[config.mk]
export PLATFORM = sky130hd
export DESIGN_NAME = sop_share_eval
export DESIGN_NICKNAME = d
export VERILOG_FILES = /design/src/rtl/sop_share_pkg.sv /design/src/rtl/sop_abs_diff.sv /design/src/rtl/sop_share_eval.sv
export SDC_FILE = /design/constraint.sdc
export NUM_CORES = 1
export LEC_CHECK = 0
export CAP_MARGIN = 10
export CORE_AREA = 2 2 87 89
export CTS_CLUSTER_SIZE = 40
export DETAILED_ROUTE_END_ITERATION = 8
export DIE_AREA = 0 0 89 91
export PLACE_DENSITY = 0.74
export SYNTH_ARGS = -nofsm -noshare
export SYNTH_HDL_FRONTEND = slang
export SYNTH_HIERARCHICAL = 1
export SYNTH_SLANG_ARGS = --single-unit
[constraint.sdc]
create_clock -name clk -period 2.9 [get_ports clk]
set_clock_uncertainty 0.05 [all_clocks]
set_input_delay 0.725 -clock clk [delete_from_list [all_inputs] [get_ports clk]]
set_output_delay 0.725 -clock clk [all_outputs]
set_load 0.01 [all_outputs]
[src/rtl/sop_share_pkg.sv]
// Shared types and config-map helpers for the sum-of-products approximate adder evaluator.
package sop_share_pkg;

  typedef enum logic [1:0] {
    ST_CFG   = 2'd0,
    ST_RUN   = 2'd1,
    ST_DRAIN = 2'd2
  } state_e;

  // Config register map: products first, then per-output selects, enable, commit.
  function automatic int unsigned prod_addr(input int unsigned p);
    return p;
  endfunction

  function automatic int unsigned sel_addr(input int unsigned n_prod, input int unsigned o);
    return n_prod + o;
  endfunction

  function automatic int unsigned enable_addr(input int unsigned n_prod, input int unsigned n_out);
    return n_prod + n_out;
  endfunction

  function automatic int unsigned commit_addr(input int unsigned n_prod, input int unsigned n_out);
    return n_prod + n_out + 1;
  endfunction

  function automatic int unsigned max3(input int unsigned a, input int unsigned b,
                                       input int unsigned c);
    int unsigned m;
    m = (a > b) ? a : b;
    return (m > c) ? m : c;
  endfunction

endpackage

[src/rtl/sop_abs_diff.sv]
// Unsigned absolute difference of two W-bit values in W+1 bits, flagged against a threshold.
module sop_abs_diff #(
  parameter int unsigned W  = 3,
  parameter int unsigned ET = 3
) (
  input  logic [W-1:0] a,
  input  logic [W-1:0] b,
  output logic         gt_c
);

  localparam int unsigned DW = W + 1;

  logic [DW-1:0] ax;
  logic [DW-1:0] bx;
  logic [DW-1:0] diff;

  assign ax   = DW'(a);
  assign bx   = DW'(b);
  assign diff = (ax >= bx) ? (ax - bx) : (bx - ax);
  assign gt_c = diff > DW'(ET);

endmodule

[src/rtl/sop_share_eval.sv]
// Configurable shared-product SOP approximate adder with a 2-stage pipeline,
// error flagging against the exact sum, and delivery/error statistics.
module sop_share_eval
  import sop_share_pkg::*;
#(
  parameter int unsigned N_IN   = 4,
  parameter int unsigned N_OUT  = 3,
  parameter int unsigned N_PROD = 2,
  parameter int unsigned ET     = 3,
  parameter int unsigned CNT_W  = 16,
  localparam int unsigned ADDR_W = $clog2(N_PROD + N_OUT + 2),
  localparam int unsigned CFG_W  = max3(2 * N_IN, N_PROD, N_OUT)
) (
  input  logic              clk,
  input  logic              rst_n,
  input  logic              cfg_valid,
  output logic              cfg_ready,
  input  logic [ADDR_W-1:0] cfg_addr,
  input  logic [CFG_W-1:0]  cfg_data,
  output logic              cfg_err,
  input  logic              in_valid,
  output logic              in_ready,
  input  logic [N_IN-1:0]   in_data,
  output logic              out_valid,
  input  logic              out_ready,
  output logic [N_OUT-1:0]  out_data,
  output logic              out_err,
  input  logic              cnt_clr,
  output logic [CNT_W-1:0]  sample_cnt,
  output logic [CNT_W-1:0]  err_cnt
);

  localparam int unsigned HALF = N_IN / 2;

  state_e state_q, state_d;

  logic [N_IN-1:0]   pos_mask [N_PROD];
  logic [N_IN-1:0]   neg_mask [N_PROD];
  logic [N_PROD-1:0] sel_mask [N_OUT];
  logic [N_OUT-1:0]  en_mask;

  logic              s1_valid;
  logic [N_PROD-1:0] s1_prod;
  logic [N_OUT-1:0]  s1_sum;

  int unsigned       addr_c;
  logic              cfg_wr_c;
  logic              s2_adv_c;
  logic              accept_c;
  logic              hs_c;
  logic [N_PROD-1:0] prod_c;
  logic [N_OUT-1:0]  sum_c;
  logic [N_OUT-1:0]  approx_c;
  logic              err_c;

  assign addr_c   = 32'(cfg_addr);
  assign cfg_wr_c = cfg_valid && (state_q == ST_CFG);
  assign s2_adv_c = !out_valid || out_ready;
  assign accept_c = in_valid && in_ready;
  assign hs_c     = out_valid && out_ready;

  // State register.
  always_ff @(posedge clk or negedge rst_n) begin
    if (!rst_n) state_q <= ST_CFG;
    else        state_q <= state_d;
  end

  // Next state and handshake readiness.
  always_comb begin
    state_d   = state_q;
    cfg_ready = 1'b0;
    in_ready  = 1'b0;
    unique case (state_q)
      ST_CFG: begin
        cfg_ready = 1'b1;
        if (cfg_valid && addr_c == commit_addr(N_PROD, N_OUT)) state_d = ST_RUN;
      end
      ST_RUN: begin
        in_ready = !s1_valid || s2_adv_c;
        if (cfg_valid) state_d = ST_DRAIN;
      end
      ST_DRAIN: begin
        if (!s1_valid && !out_valid) state_d = ST_CFG;
      end
      default: state_d = ST_CFG;
    endcase
  end

  // Config registers: written only while configuring; out-of-map writes are sticky errors.
  always_ff @(posedge clk or negedge rst_n) begin
    if (!rst_n) begin
      for (int unsigned p = 0; p < N_PROD; p++) begin
        pos_mask[p] <= '0;
        neg_mask[p] <= '0;
      end
      for (int unsigned o = 0; o < N_OUT; o++) sel_mask[o] <= '0;
      en_mask <= '0;
      cfg_err <= 1'b0;
    end else if (cfg_wr_c) begin
      for (int unsigned p = 0; p < N_PROD; p++) begin
        if (addr_c == prod_addr(p)) begin
          pos_mask[p] <= cfg_data[N_IN-1:0];
          neg_mask[p] <= cfg_data[2*N_IN-1:N_IN];
        end
      end
      for (int unsigned o = 0; o < N_OUT; o++) begin
        if (addr_c == sel_addr(N_PROD, o)) sel_mask[o] <= cfg_data[N_PROD-1:0];
      end
      if (addr_c == enable_addr(N_PROD, N_OUT)) en_mask <= cfg_data[N_OUT-1:0];
      if (addr_c > commit_addr(N_PROD, N_OUT)) cfg_err <= 1'b1;
    end
  end

  // Shared product terms; a bit set in both masks makes the term unsatisfiable.
  always_comb begin
    prod_c = '0;
    for (int unsigned p = 0; p < N_PROD; p++) begin
      prod_c[p] = &((in_data | ~pos_mask[p]) & (~in_data | ~neg_mask[p]));
    end
  end

  assign sum_c = N_OUT'(in_data[HALF-1:0]) + N_OUT'(in_data[N_IN-1:HALF]);

  always_comb begin
    approx_c = '0;
    for (int unsigned o = 0; o < N_OUT; o++) begin
      approx_c[o] = en_mask[o] & (|(sel_mask[o] & s1_prod));
    end
  end

  sop_abs_diff #(
    .W  (N_OUT),
    .ET (ET)
  ) u_abs_diff (
    .a    (approx_c),
    .b    (s1_sum),
    .gt_c (err_c)
  );

  // Stage 1: products and exact sum.
  always_ff @(posedge clk or negedge rst_n) begin
    if (!rst_n) begin
      s1_valid <= 1'b0;
      s1_prod  <= '0;
      s1_sum   <= '0;
    end else if (!s1_valid || s2_adv_c) begin
      s1_valid <= accept_c;
      if (accept_c) begin
        s1_prod <= prod_c;
        s1_sum  <= sum_c;
      end
    end
  end

  // Stage 2: approximate outputs and error flag, held while stalled.
  always_ff @(posedge clk or negedge rst_n) begin
    if (!rst_n) begin
      out_valid <= 1'b0;
      out_data  <= '0;
      out_err   <= 1'b0;
    end else if (s2_adv_c) begin
      out_valid <= s1_valid;
      if (s1_valid) begin
        out_data <= approx_c;
        out_err  <= err_c;
      end
    end
  end

  // Saturating statistics; clear wins over a same-cycle delivery.
  always_ff @(posedge clk or negedge rst_n) begin
    if (!rst_n) begin
      sample_cnt <= '0;
      err_cnt    <= '0;
    end else if (cnt_clr) begin
      sample_cnt <= '0;
      err_cnt    <= '0;
    end else if (hs_c) begin
      if (sample_cnt != '1) sample_cnt <= sample_cnt + CNT_W'(1);
      if (out_err && err_cnt != '1) err_cnt <= err_cnt + CNT_W'(1);
    end
  end

endmodule

==> metrics.log, run 1 <==
INFO  metric critPathLaunch = out_ready
INFO  metric cts_root_buffer = clkbuf_8
INFO  metric drt_iter0_markers = 136
INFO  metric num-nets-final = 434
INFO  metric critical_path_class = input port to primary output
INFO  metric num_rows = 31
INFO  metric initial_core_util = 0.5160
INFO  metric outcome = completed
INFO  metric synth_largest_type_area_fraction = 0.4825
INFO  metric ioPinCount = 61
INFO  metric post_synth_main_area_contributors = dfrtp_1, mux2_2, xnor2_1, nor2_1, ha_1
INFO  metric routed_wire_length_per_instance = 15.49 microns
INFO  metric slew_limit_headroom = 0.6295
INFO  metric multi_input_area = 1844 sq um
INFO  metric cts_tree = yes
INFO  metric synth-seq-area-share = 0.4825
INFO  metric worst_pin_slew = 0.5516 ns
INFO  metric finalWeightedCongestion = 0.9110
INFO  metric grtUsageTotal = 0.2118
INFO  metric critical_path_buffers_and_inverters = 2
INFO  metric cp_top_family = buffers and inverters
INFO  metric wl = 7840 microns
INFO  metric rsz_0062_raised_after_global_routing = false
INFO  metric final_core_utilization = 0.6485
INFO  metric tritoncts.num_buffers = 9
INFO  metric area_delta_synth_final = 25.69%
INFO  metric tritoncts_sink_count = 71
INFO  metric worstPathArrival = 2.07 ns
INFO  metric first_pass_iters = 4
INFO  metric core-area = 7137 sq um
INFO  metric htreeDepth = 3
INFO  metric worst_setup_path_endpoint = in_ready
INFO  metric rr_endpoint = out_err
INFO  metric cts_hold_repair.buffers = 0
INFO  metric worst_ir_drop_vdd = 0.0003706 V
INFO  metric n_antenna_cell = 0
INFO  metric syn-instance-count = 332
INFO  metric setup.worst_path.end_class = primary output
INFO  metric path_cells = clkdlybuf4s50_1 > nor2b_1 > a21oi_2 > clkdlybuf4s50_1
INFO  metric postSynth.asyncResetShare = 1.000
INFO  metric synth.top_cells.by_count = dfrtp_1, nor2_1, mux2_2
INFO  metric synth_area_per_cell = 11.09 sq um
INFO  metric clk_transition_reported_paths = 0.08 ns
INFO  metric crit-reg2reg-launch = s1_prod[0]
INFO  metric synthesis.nets = 364
INFO  metric finalMaxSlewViolations = 0
INFO  metric fp.dieW = 89 microns
INFO  metric share_of_cells_above_drive_strength_1 = 0.1794
INFO  metric die-height = 91 microns
INFO  metric die_area = 8099 sq um
INFO  metric fillCellCount = 611
INFO  metric hpwlAfterDp = 5664 microns
INFO  metric finalHoldViolations = 0
INFO  metric mappedNetlistArea = 3682 sq um
INFO  metric grtUsageMet2 = 0.3420
INFO  metric cp_max_fo = 2
INFO  metric sequential_cell_area = 1777 sq um
INFO  metric grt.overflow.total = 0
INFO  metric first_global_vias = 2867
INFO  metric yosysWarningCount = 6
INFO  metric worst_path_most_repeated_cell = clkdlybuf4s50_1
INFO  metric post_synth_num_cell_types = 50
INFO  metric cts.path.max_buffers = 2
INFO  metric post-route-drc-count = 0
INFO  metric achievable-frequency = 0.3514 GHz
INFO  metric crit_slowest_cell = clkdlybuf4s50_1
INFO  metric count_of_flip_flops_with_a_built_in_enable_after_synthesis = 0
INFO  metric setup.reg_to_reg.worst_slack = 0.44 ns
INFO  metric power.density = 545.9 nW/um^2
INFO  metric grt_antenna_before_repair = 0
INFO  metric synth_top_area_cell = dfrtp_1
INFO  metric synth.most_common_cell = dfrtp_1
INFO  metric timing.reg2reg.worst_path_depth = 9
INFO  metric cp_slowest_stage_delay = 0.56 ns
INFO  metric worst-path-stages = 4
INFO  metric port_buffers = 60
INFO  metric power.leakage = 1.954 nW
INFO  metric min-delay-path-class = input port to async pin
INFO  metric viasPerCell = 5.453
INFO  metric grtUsageMet3 = 0.04727
INFO  metric timing.final.crit_share = 0.9813
INFO  metric final_period_minus_worst_setup_slack = 2.846 ns
INFO  metric maximum_number_of_pins_on_one_net_before_global_route_repair = 59
INFO  metric critical_path_required = 2.12 ns
INFO  metric setup-tns-final = 0 ns
INFO  metric antenna_violating_nets_left = 0
INFO  metric synth_register_bits = 71
INFO  metric most_used_layer_global_route = met2
INFO  metric globalRouteMet1Util = 0.2841
INFO  metric ys_dominant_reg_cell = dfrtp_1
INFO  metric crit_path_start_kind = input port
INFO  metric timing.max_cap.violations = 0
INFO  metric detailroute.via_count = 2759
INFO  metric timing.final.setup_violations = 0
INFO  metric clkLatencyLatePin = 0.34 ns
INFO  metric grt_pass1_wl = 13570 microns
INFO  metric finalHoldWorstSlack = 0.2371 ns
==> per-stage QoR <==
stage / area [sq um] / cells / total power, mW / worst slack (ns)
after global placement: 4420 / 490 / 1.712 / -0.02900
after detailed placement: 4420 / 490 / 1.744 / -0.006383
after global routing: 4628 / 506 / 2.672 / 0.01536
after floorplan: 3682 / 332 / 1.539 / 0.6741
after CTS: 4628 / 506 / 2.559 / 0.04572
final: 4628 / 506 / 2.527 / 0.05432
==> routing by layer <==
metal	vias to the layer above	wire length, microns	part of all wire
met5	-	0	0
met4	0	102	0.013
met3	12	286	0.036
met2	69	3915	0.50
met1	1352	3535	0.45
li1	1326	-	-
==> state kept, by name (all words and copies together), names as in the netlist <==
name,cells
sel_mask,6
sample_cnt,16
out_err,1
s1_prod,2
err_cnt,16
out_data,3
state_q,2
en_mask,3
neg_mask,8
pos_mask,8
s1_valid,1
cfg_err,1
s1_sum,3
out_valid,1
==> timing repair <==
item	CTS	global route
setup buffers	0	0
resized for setup	1	0
setup endpoints to repair	1	0
==> cells in the final DEF (no fill, tap or decap), drive strengths merged, types with 10 or more instances in the layout <==
| master | instances |
|---|---|
| dfrtp | 71 |
| clkdlybuf4s50 | 59 |
| nor2 | 34 |
| mux2 | 30 |
| nand2 | 28 |
| xnor2 | 19 |
| inv | 15 |
| nand4 | 14 |
| nor3 | 12 |
| nand3 | 10 |
| o21ai | 10 |
| nor4 | 10 |
==> logic make-up (layout without fill, tap and decap cells) <==
group / after synthesis / after routing / share of synthesized area
adders and majority gates: 11 / 11 / 0.04146
and+or+nand+nor: 140 / 140 / 0.2348
DFF: 71 / 71 / 0.4825
buffers and inverters: 17 / 92 / 0.01767
xor gates and xnor gates: 25 / 25 / 0.05946
muxes: 39 / 39 / 0.1162
AOI/OAI and AO/OA: 29 / 29 / 0.04792
==> cell type report <==
class / instances / area share
repair buffers: 63 / 0.1363
flip-flops and latches: 71 / 0.3839
well taps: 99 / 0.02676
inverters: 13 / 0.01054
clock inverters: 7 / 0.01730
clock buffers: 9 / 0.02676
multi-input cells: 244 / 0.3985
==> worst min path at each step <==
| stage | start | endpoint | slack (ns) | cells past startpoint |
|---|---|---|---|---|
| 6_report | rst_n | err_cnt[10] | 0.24 | 1 |
| 5_1_grt | rst_n | err_cnt[10] | 0.24 | 1 |
| 4_1_cts | rst_n | err_cnt[10] | 0.24 | 1 |
| 3_5_place_dp | cfg_err | cfg_err | 0.42 | 1 |
| 3_3_place_gp | cfg_err | cfg_err | 0.41 | 1 |
| 2_1_floorplan | rst_n | cfg_err | 0.38 | 0 |
==> power by group <==
part | switching (mW) | internal [mW] | leakage, nW
logic | 0.220 | 0.276 | 0.931
clock network | 0.404 | 0.406 | 0.0964
registers | 0.0937 | 1.13 | 0.927
Power figures use the tool's default switching activity.
==> run 2, diff against run 1 <==
--- a/config.mk
+++ b/config.mk
@@ -7,7 +7,6 @@
 export LEC_CHECK = 0
 export CAP_MARGIN = 10
 export CORE_AREA = 2 2 87 89
-export CTS_CLUSTER_SIZE = 40
 export DETAILED_ROUTE_END_ITERATION = 8
 export DIE_AREA = 0 0 89 91
 export PLACE_DENSITY = 0.74
==> constraint.sdc (replaced) <==
create_clock -name clk -period 2.9 [get_ports clk]
set_clock_uncertainty 0.05 [all_clocks]
set_input_delay 0.725 -clock clk [delete_from_list [all_inputs] [get_ports clk]]
set_output_delay 0.725 -clock clk [all_outputs]
set_load 0.1 [all_outputs]
==> run 2 against run 1 <==
  * Total power increased by 3.3%
  * Global-route usage decreased by 0.46 points
  * Wire length decreased by 2.8%
  * Largest cell class unchanged
  * Worst hold slack improved by 0.075 ns
  * Critical path type unchanged
  * Sequential power about the same
==> metrics.log, run 2 (synthesis gave the netlist of run 1 again) <==
INFO  metric outcome = completed (unchanged)
INFO  metric timing.final.setup_violations = 0 (unchanged)
INFO  metric num_rows = 31 (unchanged)
INFO  metric timing.reg2reg.worst_path_depth = 9 (unchanged)
INFO  metric finalHoldViolations = 0 (unchanged)
INFO  metric share_clk_of_total_power = 0.281 (was 0.321)
INFO  metric cts_post_setup_buffers_inserted = 0 (unchanged)
INFO  metric tritoncts_sink_count = 71 (unchanged)
INFO  metric hpwlAfterDp = 5585 microns (was 5664 microns)
INFO  metric fillCellCount = 620 (was 611)
INFO  metric ioPinCount = 61 (unchanged)
INFO  metric maximum_number_of_pins_on_one_net_before_global_route_repair = 49 (was 59)
INFO  metric cts.path.max_buffers = 2 (unchanged)
INFO  metric post-route-drc-count = 0 (unchanged)
INFO  metric crit-reg2reg-launch = s1_prod[0] (unchanged)
INFO  metric setup.reg_to_reg.worst_slack = 0.43 ns (was 0.44 ns)
INFO  metric antenna_violating_nets_left = 0 (unchanged)
INFO  metric num-nets-final = 433 (was 434)
INFO  metric grt_antenna_before_repair = 0 (unchanged)
INFO  metric largest_registers = err_cnt x16, sample_cnt x16 (unchanged)
INFO  metric rr_endpoint = out_err (unchanged)
INFO  metric initial_core_util = 0.5160 (unchanged)
INFO  metric drt_iter0_markers = 129 (was 136)
INFO  metric cts_tree = yes (unchanged)
INFO  metric slew_limit_headroom = 0.6205 (was 0.6295)
INFO  metric grt.overflow.total = 0 (unchanged)
INFO  metric final_cell_mix = dfrtp_1, buf_4, nor2_1, mux2_2, nand2_1 (was dfrtp_1, clkdlybuf4s50_1, nor2_1, mux2_2, nand2_1)
INFO  metric postCtsResizedCells = 0 (was 1)
INFO  metric cts_root_buffer = clkbuf_8 (unchanged)
INFO  metric min-delay-path-class = input port to async pin (unchanged)
INFO  metric power.density = 578.4 nW/um^2 (was 545.9 nW/um^2)
INFO  metric seq_power_share = 0.467 (was 0.483)
INFO  metric worst-path-stages = 4 (unchanged)
INFO  metric final_period_minus_worst_setup_slack = 2.564 ns (was 2.846 ns)
INFO  metric detailroute.via_count = 2735 (was 2759)
INFO  metric port_buffers = 60 (unchanged)
INFO  metric die-height = 91 microns (unchanged)
INFO  metric cp_slowest_stage_delay = 0.56 ns (about the same)
INFO  metric finalWeightedCongestion = 0.8055 (was 0.9110)
INFO  metric die_area = 8099 sq um (unchanged)
INFO  metric setup-tns-final = 0 ns (unchanged)
INFO  metric crit_path_start_kind = input port (unchanged)
INFO  metric finalMaxSlewViolations = 0 (unchanged)
INFO  metric share_of_cells_above_drive_strength_1 = 0.2759 (was 0.1794)
INFO  metric area_delta_synth_final = 22.53% (was 25.69%)
INFO  metric n_antenna_cell = 0 (unchanged)
INFO  metric tritoncts.num_buffers = 9 (unchanged)
INFO  metric critical_path_class = input port to primary output (unchanged)
INFO  metric rsz_0062_raised_after_global_routing = false (unchanged)
INFO  metric grt_pass1_wl = 13050 microns (was 13570 microns)
INFO  metric first_global_vias = 2730 (was 2867)
INFO  metric multi_input_area = 1844 sq um (unchanged)
INFO  metric first_pass_iters = 4 (unchanged)
INFO  metric most_common_cell_after_layout_fill_and_taps_aside = dfrtp_1 (unchanged)
INFO  metric fp.dieW = 89 microns (unchanged)
INFO  metric critical_path_required = 2.12 ns (about the same)
INFO  metric routed_wire_length_per_instance = 15.09 microns (was 15.49 microns)
INFO  metric power.internal = 1.734 mW (was 1.809 mW)
INFO  metric worstPathArrival = 1.79 ns (was 2.07 ns)
INFO  metric timing.final.crit_share = 0.8842 (was 0.9813)
INFO  metric cp_max_fo = 5 (was 2)
INFO  metric timing.max_cap.violations = 0 (unchanged)
INFO  metric comb_power_share = 0.252 (was 0.196)
INFO  metric path_cells = clkdlybuf4s50_1 > nor2b_1 > a21oi_2 > buf_12 (was clkdlybuf4s50_1 > nor2b_1 > a21oi_2 > clkdlybuf4s50_1)
INFO  metric worst_ir_drop_vdd = 0.0003425 V (was 0.0003706 V)
INFO  metric total_power = 2.609 mW (was 2.527 mW)
INFO  metric net_switching_fraction_of_the_power = 0.3355 (was 0.2840)
INFO  metric wl = 7619 microns (was 7840 microns)
INFO  metric grtUsageTotal = 0.2072 (was 0.2118)
INFO  metric cts_hold_repair.buffers = 0 (unchanged)
INFO  metric sequential_cell_area = 1777 sq um (unchanged)
INFO  metric critical_path_buffers_and_inverters = 2 (unchanged)
INFO  metric power.leakage = 2.017 nW (was 1.954 nW)
INFO  metric htreeDepth = 3 (unchanged)
INFO  metric core-area = 7137 sq um (unchanged)
INFO  metric achievable-frequency = 0.3900 GHz (was 0.3514 GHz)
INFO  metric clkLatencyLatePin = 0.35 ns (was 0.34 ns)
INFO  metric viasPerCell = 5.416 (was 5.453)
INFO  metric crit_slowest_cell = clkdlybuf4s50_1 (unchanged)
INFO  metric clk_transition_reported_paths = 0.08 ns (about the same)
INFO  metric power.switching = 0.8754 mW (was 0.7175 mW)
INFO  metric worst_pin_slew = 0.5692 ns (was 0.5516 ns)
INFO  metric setup.worst_path.end_class = primary output (unchanged)
INFO  metric cp_top_family = buffers and inverters (unchanged)
==> run 2: layer usage <==
layer | up-vias | global-route usage | share of wire
met1 | 1342 | 0.2998 | 0.50
met4 | 0 | 0.07587 | 0.012
met2 | 66 | 0.3029 | 0.45
met5 | - | 0 | 0
met3 | 9 | 0.04909 | 0.042
li1 | 1318 | - | -
==> run 2: area by class of cell <==
type	instances	area share
sequential	71	0.3938
clock inverter	6	0.009983
clock buffer	10	0.03050
multi-input combinational	244	0.4088
inverter	13	0.01082
tap	99	0.02745
timing repair buffer	62	0.1187
==> run 2: metrics by stage <==
stage | utilization | worst slack [ns] | std cells | hold slack [ns] | area [sq um]
after floorplan | - | 0.05399 | 332 | 0.3794 | 3686
after global placement | 0.6066 | 0.3739 | 489 | 0.4144 | 4329
after detailed placement | 0.6066 | 0.3401 | 489 | 0.4128 | 4329
after CTS | 0.6322 | 0.3362 | 505 | 0.3202 | 4512
after global routing | 0.6322 | 0.2956 | 505 | 0.3508 | 4512
final | 0.6322 | 0.3358 | 505 | 0.3122 | 4512
==> run 2: worst max-delay path by stage <==
stage                   start        end  slack, ns
CTS                 out_ready   in_ready       0.34
floorplan           out_valid  s1_sum[0]       0.05
detailed placement  out_ready   in_ready       0.34
global placement    out_ready   in_ready       0.37
global route        out_ready   in_ready       0.30
finish              out_ready   in_ready       0.34
==> run 2: power groups by stage <==
| stage | clock, mW | sequential (mW) | combinational [mW] |
|---|---|---|---|
| floorplan | 0 | 1.36 | 0.337 |
| CTS | 0.748 | 1.22 | 0.664 |
| detailed placement | 0 | 1.24 | 0.662 |
| global placement | 0 | 1.23 | 0.637 |
| global route | 0.801 | 1.23 | 0.717 |
| finish | 0.734 | 1.22 | 0.658 |
==> run 3, diff against run 2 <==
--- a/config.mk
+++ b/config.mk
@@ -7,8 +7,10 @@
 export LEC_CHECK = 0
 export CAP_MARGIN = 10
 export CORE_AREA = 2 2 87 89
+export CTS_CLUSTER_DIAMETER = 60
 export DETAILED_ROUTE_END_ITERATION = 8
 export DIE_AREA = 0 0 89 91
+export GPL_TIMING_DRIVEN = 0
 export PLACE_DENSITY = 0.74
 export SYNTH_ARGS = -nofsm -noshare
 export SYNTH_HDL_FRONTEND = slang
==> run 3 against run 2 <==
  * Total power up 2.2%
  * Global-route usage up 0.069 points
  * Via count up 0.73%
  * Die area unchanged
  * Critical path type is now flop to primary output
  * Critical endpoint is now err_cnt[7]
==> metrics.log, run 3 (synthesis gave the netlist of run 1 again) <==
INFO  metric outcome = completed (unchanged)
INFO  metric grt.overflow.total = 0 (unchanged)
INFO  metric num_rows = 31 (unchanged)
INFO  metric timing.max_cap.violations = 0 (unchanged)
INFO  metric achievable-frequency = 0.3547 GHz (was 0.3900 GHz)
INFO  metric detailroute.via_count = 2755 (was 2735)
INFO  metric cts_tree = yes (unchanged)
INFO  metric setup.worst_path.end_class = primary output (unchanged)
INFO  metric worst_ir_drop_vdd = 0.0003338 V (was 0.0003425 V)
INFO  metric drt_iter0_markers = 142 (was 129)
INFO  metric finalInstanceArea = 4604 sq um (was 4512 sq um)
INFO  metric initial_core_util = 0.5160 (unchanged)
INFO  metric wl = 7588 microns (was 7619 microns)
INFO  metric core-area = 7137 sq um (unchanged)
INFO  metric min-delay-path-class = input port to async pin (unchanged)
INFO  metric most_common_cell_after_layout_fill_and_taps_aside = dfrtp_1 (unchanged)
INFO  metric worstPathArrival = 2.04 ns (was 1.79 ns)
INFO  metric power.switching = 0.8682 mW (was 0.8754 mW)
INFO  metric fillCellCount = 598 (was 620)
INFO  metric finalWeightedCongestion = 0.7855 (was 0.8055)
INFO  metric cp_slowest_stage_delay = 1.19 ns (was 0.56 ns)
INFO  metric grt_antenna_before_repair = 0 (unchanged)
INFO  metric ioPinCount = 61 (unchanged)
INFO  metric die_area = 8099 sq um (unchanged)
INFO  metric critical_path_buffers_and_inverters = 1 (was 2)
INFO  metric cts.path.max_buffers = 2 (unchanged)
INFO  metric clkLatencyLatePin = 0.34 ns (was 0.35 ns)
INFO  metric timing.final.crit_share = 0.9722 (was 0.8842)
INFO  metric antenna_violating_nets_left = 0 (unchanged)
INFO  metric finalMaxSlewViolations = 0 (unchanged)
INFO  metric slew_limit_headroom = 0.3416 (was 0.6205)
INFO  metric tritoncts_sink_count = 71 (unchanged)
INFO  metric finalHoldViolations = 0 (unchanged)
INFO  metric critical_path_required = 2.12 ns (about the same)
INFO  metric net_switching_fraction_of_the_power = 0.3255 (was 0.3355)
INFO  metric hpwlAfterDp = 5431 microns (was 5585 microns)
INFO  metric first_global_vias = 2751 (was 2730)
INFO  metric post-route-drc-count = 0 (unchanged)
INFO  metric final_cell_mix = dfrtp_1, clkdlybuf4s50_1, nor2_1, mux2_2, nand2_1 (was dfrtp_1, buf_4, nor2_1, mux2_2, nand2_1)
INFO  metric num-nets-final = 435 (was 433)
INFO  metric power.internal = 1.799 mW (was 1.734 mW)
INFO  metric timing.final.setup_violations = 0 (unchanged)
INFO  metric cts_hold_repair.buffers = 0 (unchanged)
INFO  metric viasPerCell = 5.434 (was 5.416)
INFO  metric maximum_number_of_pins_on_one_net_before_global_route_repair = 72 (was 49)
INFO  metric area_delta_synth_final = 25.04% (was 22.53%)
INFO  metric timing.reg2reg.worst_path_depth = 9 (unchanged)
INFO  metric cp_max_fo = 6 (was 5)
INFO  metric fp.dieW = 89 microns (unchanged)
INFO  metric post-place-cells = 491 (was 489)
INFO  metric power.leakage = 1.947 nW (was 2.017 nW)
INFO  metric comb_power_share = 0.249 (was 0.252)
INFO  metric cts_root_buffer = clkbuf_8 (unchanged)
INFO  metric crit_slowest_cell = clkdlybuf4s50_1 (unchanged)
INFO  metric tritoncts.num_buffers = 9 (unchanged)
INFO  metric setup.reg_to_reg.worst_slack = 0.45 ns (was 0.43 ns)
INFO  metric crit_path_start_kind = flop (was input port)
INFO  metric routed_wire_length_per_instance = 14.97 microns (was 15.09 microns)
INFO  metric cp_top_family = buffers and inverters (unchanged)
INFO  metric crit-reg2reg-launch = s1_prod[0] (unchanged)
INFO  metric final_core_utilization = 0.6452 (was 0.6322)
INFO  metric die-height = 91 microns (unchanged)
INFO  metric share_of_cells_above_drive_strength_1 = 0.1765 (was 0.2759)
INFO  metric rsz_0062_raised_after_global_routing = false (unchanged)
INFO  metric grt_pass1_wl = 13190 microns (was 13050 microns)
INFO  metric worst_pin_slew = 0.9845 ns (was 0.5692 ns)
INFO  metric n_antenna_cell = 0 (unchanged)
INFO  metric htreeDepth = 3 (unchanged)
INFO  metric grtUsageTotal = 0.2079 (was 0.2072)
INFO  metric first_pass_iters = 4 (unchanged)
INFO  metric finalHoldWorstSlack = 0.4452 ns (was 0.3122 ns)
INFO  metric share_clk_of_total_power = 0.295 (was 0.281)
INFO  metric final_period_minus_worst_setup_slack = 2.819 ns (was 2.564 ns)
INFO  metric clk_transition_reported_paths = 0.08 ns (about the same)
INFO  metric rr_endpoint = out_err (unchanged)
INFO  metric dpl_cell_area = 4408 sq um (was 4329 sq um)
INFO  metric power.density = 579.2 nW/um^2 (was 578.4 nW/um^2)
INFO  metric port_buffers = 60 (unchanged)
INFO  metric path_cells = clkdlybuf4s50_1 (was clkdlybuf4s50_1 > nor2b_1 > a21oi_2 > buf_12)
INFO  metric critical_path_class = flop to primary output (was input port to primary output)
INFO  metric instances_no_fill = 507 (was 505)
INFO  metric seq_power_share = 0.456 (was 0.467)
INFO  metric largest_registers = err_cnt x16, sample_cnt x16 (unchanged)
[run 3: changes by cell type in the layout (fill, tap and decap cells not counted)]
| cell | before | now |
|---|---|---|
| buf_2 | 1 | 0 |
| clkinvlp_4 | 3 | 2 |
| clkinv_2 | 1 | 2 |
| clkbuf_8 | 10 | 9 |
| buf_12 | 2 | 0 |
| dlymetal6s2s_1 | 0 | 1 |
| clkbuf_2 | 0 | 1 |
| buf_4 | 40 | 1 |
| clkbuf_1 | 0 | 3 |
| clkdlybuf4s50_1 | 19 | 57 |
| clkbuf_4 | 0 | 1 |
| bufinv_16 | 0 | 1 |
[run 3: worst max path at each step]
stage	endpoint	cells after the start	from
after floorplan	s1_sum[0]	4	out_valid
after global placement	sample_cnt[9]	1	rst_n
after detailed placement	in_ready	4	out_ready
after CTS	cfg_ready	2	state_q[0]
after global routing	err_cnt[7]	1	err_cnt[7]
final	err_cnt[7]	1	err_cnt[7]
[run 3: routing by layer]
layer | vias up | global-route usage | share of wire
met5 | - | 0 | 0
met4 | 0 | 0.06095 | 0.011
met3 | 6 | 0.05636 | 0.063
met2 | 96 | 0.3035 | 0.45
met1 | 1325 | 0.3042 | 0.47
li1 | 1328 | - | -
[run 3: layout make-up]
class | count | area [sq um] | area share
Buffer | 4 | 16.27 | 0.003533
Clock buffer | 9 | 123.9 | 0.02690
Clock inverter | 7 | 72.57 | 0.01576
Inverter | 13 | 48.80 | 0.01060
Multi-Input combinational cell | 244 | 1844 | 0.4005
Sequential cell | 71 | 1777 | 0.3859
Tap cell | 99 | 123.9 | 0.02690
Timing Repair Buffer | 60 | 598.1 | 0.1299
[run 3: power by group through the flow]
stage          registers (mW)  clock network, mW  logic [mW]
2_1_floorplan            1.36                  0       0.337
3_3_place_gp             1.23                  0       0.640
3_5_place_dp             1.24                  0       0.664
4_1_cts                  1.22              0.805       0.667
5_1_grt                  1.23              0.852       0.731
6_report                 1.22              0.787       0.665
[run 3: timing repair]
action | 4_1_cts | 5_1_grt
setup buffers | 0 | 0
endpoints found under the hold margin | 0 | 0
cloned | 0 | 0
resized for setup | 5 | 2
endpoints found under the setup margin | 1 | 2
[run 3: per-stage QoR]
stage / setup WS (ns) / TNS, ns / power, mW
final: 0.08076 / 0 / 2.667
after global routing: 0.02337 / 0 / 2.817
after CTS: 0.02029 / 0 / 2.689
after detailed placement: -0.6751 / -0.6751 / 1.901
after global placement: -1.356 / -96.65 / 1.870
after floorplan: 0.05399 / 0 / 1.701
